$ cat src/rtl/add_seq_pkg.sv
// add_seq_pkg: shared FSM state enum and default widths for add_chunk_seq
package add_seq_pkg;
  typedef enum logic [1:0] {IDLE, BUSY, DONE} add_seq_state_t;
  localparam int ADD_SEQ_WIDTH = 32;
  localparam int ADD_SEQ_CHUNK_W = 8;
endpackage

$ cat src/rtl/add_chunk_seq_adder.sv
// adder: WIDTH-bit ripple-carry adder slice with carry in/out
module adder #(
  parameter int WIDTH = 8
) (
  input  logic [WIDTH-1:0] a,
  input  logic [WIDTH-1:0] b,
  input  logic             cin,
  output logic [WIDTH-1:0] sum,
  output logic             cout
);
  assign {cout, sum} = {1'b0, a} + {1'b0, b} + {{WIDTH{1'b0}}, cin};
endmodule

$ cat src/rtl/add_chunk_seq.sv
// add_chunk_seq: WIDTH-bit add over NCHUNK cycles on one CHUNK_W adder; ADD_SEQ_SUB_EN adds req_sub (A-B)
module add_chunk_seq import add_seq_pkg::*; #(
  parameter int WIDTH = ADD_SEQ_WIDTH,
  parameter int CHUNK_W = ADD_SEQ_CHUNK_W
) (
  input  logic             clk,
  input  logic             rst_n,
  input  logic             req_valid,
  output logic             req_ready,
  input  logic [WIDTH-1:0] req_a,
  input  logic [WIDTH-1:0] req_b,
  input  logic             req_cin,
`ifdef ADD_SEQ_SUB_EN
  input  logic             req_sub,
`endif
  output logic             resp_valid,
  input  logic             resp_ready,
  output logic [WIDTH-1:0] resp_sum,
  output logic             resp_cout,
  output logic             busy
);
  localparam int NCHUNK = WIDTH / CHUNK_W;
  localparam int IW = $clog2(NCHUNK);
  if (WIDTH % CHUNK_W != 0 || NCHUNK < 2) begin : g_bad_cfg
    $error("add_chunk_seq: WIDTH must be a multiple of CHUNK_W with at least two chunks");
  end
  add_seq_state_t state, state_d;
  logic [WIDTH-1:0] a_q, b_q, sum_q, b_in;
  logic [IW-1:0] idx;
  logic [CHUNK_W-1:0] s_sum;
  logic carry_q, cout_q, c_in, s_cout, accept, last;
`ifdef ADD_SEQ_SUB_EN
  assign b_in = req_sub ? ~req_b : req_b;
  assign c_in = req_sub | req_cin;
`else
  assign b_in = req_b;
  assign c_in = req_cin;
`endif
  adder #(.WIDTH(CHUNK_W)) u_adder (
    .a(a_q[CHUNK_W*int'(idx) +: CHUNK_W]),
    .b(b_q[CHUNK_W*int'(idx) +: CHUNK_W]),
    .cin(carry_q),
    .sum(s_sum),
    .cout(s_cout)
  );
  always_comb begin
    req_ready = state == IDLE || (state == DONE && resp_ready);
    accept = req_valid && req_ready;
    last = idx == IW'(NCHUNK - 1);
    state_d = state == IDLE ? (accept ? BUSY : IDLE)
            : state == BUSY ? (last ? DONE : BUSY)
            : accept ? BUSY : resp_ready ? IDLE : DONE;
  end
  assign resp_valid = state == DONE;
  assign busy = state != IDLE;
  assign resp_sum = sum_q;
  assign resp_cout = cout_q;
  always_ff @(posedge clk) begin
    if (!rst_n) begin
      state <= IDLE;
      idx <= '0;
      carry_q <= 1'b0;
      sum_q <= '0;
      cout_q <= 1'b0;
    end else begin
      state <= state_d;
      if (accept) begin
        a_q <= req_a;
        b_q <= b_in;
        carry_q <= c_in;
        idx <= '0;
      end else if (state == BUSY) begin
        sum_q[CHUNK_W*int'(idx) +: CHUNK_W] <= s_sum;
        carry_q <= s_cout;
        idx <= last ? '0 : idx + 1'b1;
        if (last) cout_q <= s_cout;
      end
    end
  end
endmodule

$ cat config.mk
export PLATFORM = sky130hd
export DESIGN_NAME = add_chunk_seq
export DESIGN_NICKNAME = d
export VERILOG_FILES = /design/src/rtl/add_seq_pkg.sv /design/src/rtl/add_chunk_seq_adder.sv /design/src/rtl/add_chunk_seq.sv
export SDC_FILE = /design/constraint.sdc
export NUM_CORES = 1
export LEC_CHECK = 0
export BUFFER_PORTS_ARGS = -buffer_cell sky130_fd_sc_hd__buf_2
export CAP_MARGIN = 25
export CORE_MARGIN = 2
export CORE_UTILIZATION = 40
export DETAILED_ROUTE_END_ITERATION = 10
export PLACE_DENSITY = 0.7
export SLEW_MARGIN = 40
export SYNTH_ARGS = -nofsm -noshare
export SYNTH_HDL_FRONTEND = slang
export SYNTH_SLANG_ARGS = --single-unit
$ cat constraint.sdc
create_clock -name clk -period 10 [get_ports clk]
set_input_delay 0.5 -clock clk [delete_from_list [all_inputs] [get_ports clk]]
set_output_delay 0.5 -clock clk [all_outputs]
set_load 0.02 [all_outputs]
Word level (Yosys, flattened, before mapping). Index checks and enable logic that the tools add are counted. Widths: inputs -> output; s select.

$add $sub $neg: 4. Bitwise gates (word level): 2. Multiplexer cells: 10. Shift operators: 4. Equal/unequal tests: 3. Reduce and logical (&&, ||, !) cells: 10.

Operators by type and width (number): $shiftx 32x6->8 (2); $neg 5->33 (1); $shift 8x33->32 const A (1); $shiftx 8x33->32 (1); $bwmux 32 (1); $mux 2 (6); $add 8x8->9 (1); $add 9x1->9 (1); $eq 2x2->1 const B (2); $reduce_and 2->1 (2); $reduce_bool 2->1 (2); $mux 1 (3); $reduce_and 3->1 (1); $add 2x1->2 const B (1); $eq 2x1->1 const B (1); $logic_and 1x1->1 (2); $logic_not 2->1 (1); $not 1->1 (2); $reduce_or 2->1 (1); $logic_or 1x1->1 (1).

Flip-flop bits (word level): 102. Word-level logic and storage cells: 40. Input port bits: 69.

Longest topological paths before layout.
Word-level depth: 7. Mapped depth: 9.

Modules after synthesis. From an unflattened synthesis, not the netlist that was laid out.

Cells, all modules: 282. Area total of the unflattened synthesis: 4242.8 sq um.

Modules (own cells, without submodules): add_chunk_seq (cells each 240, area an instance 3911.3 sq um, times used 1); adder (cells each 42, area an instance 331.6 sq um, times used 1).

Worst setup path before layout. Ideal clock, no wire load.

Path kind: input to register. Start: input rst_n. End: register a_q[0] (enable). Cell stages on the path: 3. Path buffers: 1. Setup time: 0.644 ns. Data arrival time: 6.838 ns. Slack: 2.518 ns. Cells stage by stage: inv_1 > clkbuf_1 > nor4_1.

Cells in the longest elaborated chain, start to end: 1.

Ends and longest elaborated chain: from (decl) (RTL line add_chunk_seq.sv:7) `input logic rst_n,`; $reduce_and 2->1 (no source line); to (signal assigned) (RTL line add_chunk_seq.sv:68) `a_q <= req_a;`; to (decl) (RTL line add_chunk_seq.sv:28) `logic [WIDTH-1:0] a_q, b_q, sum_q, b_in;`.

Every way passes these cells. A chain may end at the register's enable or synchronous reset.

Worst setup path after layout.
Start: register idx[0]. End: register sum_q[22], in the netlist resp_sum[22].

Cells in the longest elaborated chain, start to end: 5. Elaborated cells between the ends (all ways): 8. Classes of those cells: add/sub: 3; shift: 4; mux: 1.

Ends and longest elaborated chain: from (decl) (RTL line add_chunk_seq.sv:29) `logic [IW-1:0] idx;`; from (signal assigned) (RTL line add_chunk_seq.sv:75) `idx <= last ? '0 : idx + 1'b1;`; $shiftx 32x6->8 (on tied branches) (RTL line add_chunk_seq.sv:40, add_chunk_seq.sv:41); $add 8x8->9 (RTL line add_chunk_seq_adder.sv:11) `assign {cout, sum} = {1'b0, a} + {1'b0, b} + {{WIDTH{1'b0}}, cin};`; $add 9x1->9 (RTL line add_chunk_seq_adder.sv:11); $shiftx 8x33->32 (RTL line add_chunk_seq.sv:73) `sum_q[CHUNK_W*int'(idx) +: CHUNK_W] <= s_sum;`; $bwmux 32 (*) (RTL line add_chunk_seq.sv:73); to (signal, indexed assignment) (RTL line add_chunk_seq.sv:73); to (decl) (RTL line add_chunk_seq.sv:28).

Mark *: on every way between the ends. The rest lies on a longest branch, timed or not.

==> qor.yml <==
run_status:
  status: "completed"
floorplanning:
  fp.dieArea_um2: 11700
  start_util_pct: 41.5
  fp.dieW_um: 108
  ioPinCount: 105
  coreArea_um2: 10400
  chipHeight_um: 108
  rows: 37
synth:
  synthTopCellsByCount: "64 x edfxtp_1, 38 x dfxtp_1, 30 x nor2_1"
  synth_mux_area_share_pct: 8.33
  synth_area_leaders: "edfxtp_1 44%, dfxtp_1 18%, mux4_2 8.3%, ha_1 3.8%, nor2_1 2.6%"
  ys_types: 48
  ys_seq_area_share_pct: 62.0
  synthAdderAreaFrac_pct: 4.69
  synth_flop_cell: "edfxtp_1"
  synth-xor-area-share_pct: 0.203
  synth_top_family_by_area: "simple AND/OR/NAND/NOR gates"
  synth-async-reset-ratio_pct: 0
  syn_inst: 299
  yosys.area.top_type: "edfxtp_1"
  synth_compound_gate_area_share_pct: 10.3
  ys_ff_latch: 102
  yosysMostFrequentCell: "edfxtp_1"
  ys.warnings.count: 0
  yosysTopAreaCellShare_pct: 44.4
  synth_area_um2: 4320
  avgSynthCellArea_um2: 14.5
  synth_edf_count: 64
  synthSimpleGateAreaFrac_pct: 12.8
  synth_fp_nets: 383
final_layout:
  drive_gt1_share_pct: 38.0
  postLayoutCellArea_um2: 5180
  fillerInstances: 924
  final_cell_count_no_fill: 546
  antenna_cells: 0
  areaGrowthSynthToFinish_pct: 19.8
  final_nets: 489
clocking:
  clock_latency_ps: 370
  postCtsHoldBufs: 0
  htree_levels: 3
  cts_tree: "done"
  clockBufferDepth: 2
  cts_root_buf: "clkbuf_8"
  cts_buffers: 9
  post-cts-setup-buffer-count: 0
  cts.clk_slew.worst_paths_ps: 110
  cts_resized: 0
  cts_sinks: 102
detailed_routing:
  route.detailed.vias_per_inst: 5.42
  drt-total-wl_mm: 9.10
  drt_iter0_markers: 184
  firstDrtPassIters: 5
  drc: 0
  antenna_left: 0
  num_vias: 2957
  wire_per_inst_um: 16.7
grt:
  antenna_found_initial: 0
  grt_start_max_net_pins: 65
  first_global_vias: 2779
  grt_pass1_wl_mm: 14.2
  overflow: 0
  grtUsageTotal_pct: 16.0
timing:
  slew_violations: 0
  fin_crit_ps: 3420
  worstMarginPinSlew_ps: 777
  max_clock_freq_mhz: 293
  period_share_pct: 34.2
  rsz0062_at_grt: "false"
  worst_clock_skew_ps: 10.6
  hold_viol_final: 0
  setup_tns_ps: 0
  relSlewSlack_pct: 48.2
  setup_violations: 0
worst_hold_path:
  worst_hold_path_type: "in2reg"
pwr:
  ir_drop_uv: 116
  power_density_nw_per_um2: 161
  p_leak_nw: 1.98
place:
  gp_congestion: 0.805
  portBuffers: 104
  dp_cells: 530
  hpwlAfterDp_mm: 6.57
  placed_cell_area_um2: 4990
setup_path:
  critPathCaptureType: "flop"
  crit_type: "reg2reg"
  worstPathMaxFanout: 24
  cp-start-kind: "flop"
  crit_required_ps: 10250
  crit_arrival_ps: 3660
job:
  maxCapViolations: 0
[critical path, cell delays in order, from the launching register on]
cell and delay (ps):
dfxtp_1 320, buf_4 370, mux4_2 580, fa_1 470, fa_1 460, a211oi_1 380, nor3_1 100, a211oi_1 430
o21ai_0 160
[layout by cell type (no fill, tap or decap), types with 3 or more instances in the layout]
master / synthesis / routed
a211oi_1: 4 / 4
a21o_1: 4 / 4
a21oi_1: 5 / 5
a22oi_1: 12 / 12
a32oi_1: 8 / 8
buf_2: 1 / 104
buf_4: 2 / 3
clkbuf_8: 0 / 9
dfxtp_1: 38 / 37
edfxtp_1: 64 / 64
ha_1: 13 / 13
inv_1: 4 / 4
inv_6: 0 / 4
mux4_2: 16 / 16
nand2_1: 3 / 3
nand2b_1: 6 / 6
nand3_1: 13 / 13
nand3b_1: 4 / 4
nand4_1: 4 / 4
nand4b_1: 3 / 3
nor2_1: 30 / 30
nor3_1: 4 / 4
o21ai_0: 10 / 10
o311ai_0: 4 / 4
or2_2: 3 / 3
[cell type report]
type                       count  area [um2]  area share [%]
clock buffer                  10         128            2.46
clock inverter                 6        62.6            1.21
inverter                       4        15.0           0.290
multi-input combinational    181        1580            30.5
sequential                   102        2680            51.8
tap                          136         170            3.28
timing repair buffer         107         543            10.5
[metrics by stage]
stage / power [mW] / hold slack (ps) / util [%] / setup slack, ps
global route: 0.870 / 261 / 49.7 / 6340
global placement: 0.590 / 454 / 47.9 / 6560
detailed placement: 0.593 / 466 / 47.9 / 6550
floorplan: 0.556 / 536 / - / 2520
finish: 0.835 / 292 / 49.7 / 6580
CTS: 0.841 / 278 / 49.7 / 6530
[kinds of logic after synthesis]
logic type                 after synthesis
DFF                                    102
and+or+nand+nor                         89
AOI/OAI and AO/OA                       60
buffers and inverters                   16
muxes                                   16
adders and majority gates               15
xor gates and xnor gates                 1
[registers in the layout, indices dropped and copies added (netlist names)]
name and flops:
a_q 32, b_q 32, resp_cout 1, state 2
carry_q 1, idx 2, resp_sum 32
[path summary, 6_finish.rpt]
path	to	from	slack [ps]	cells after the start
worst max-delay path	resp_sum[22]	idx[0]	6580	8
worst max register to register	resp_sum[22]	idx[0]	6580	8
worst min register to register	resp_sum[5]	resp_sum[5]	480	2
worst min-delay path	a_q[28]	req_a[28]	290	1
[report_power, final]
part	switching, mW	leakage (nW)	internal (mW)
clock network	0.153	0.0970	0.0981
logic	0.0664	0.986	0.0458
registers	0.00699	0.902	0.465
total	0.226	1.98	0.609
[metal layers]
layer  GRT usage (%)  wire length [um]
met5               0                 0
met4            3.94                82
met3            5.24               736
met2            25.1              4180
met1            21.8              4100
Power figures use the tool's default switching activity.
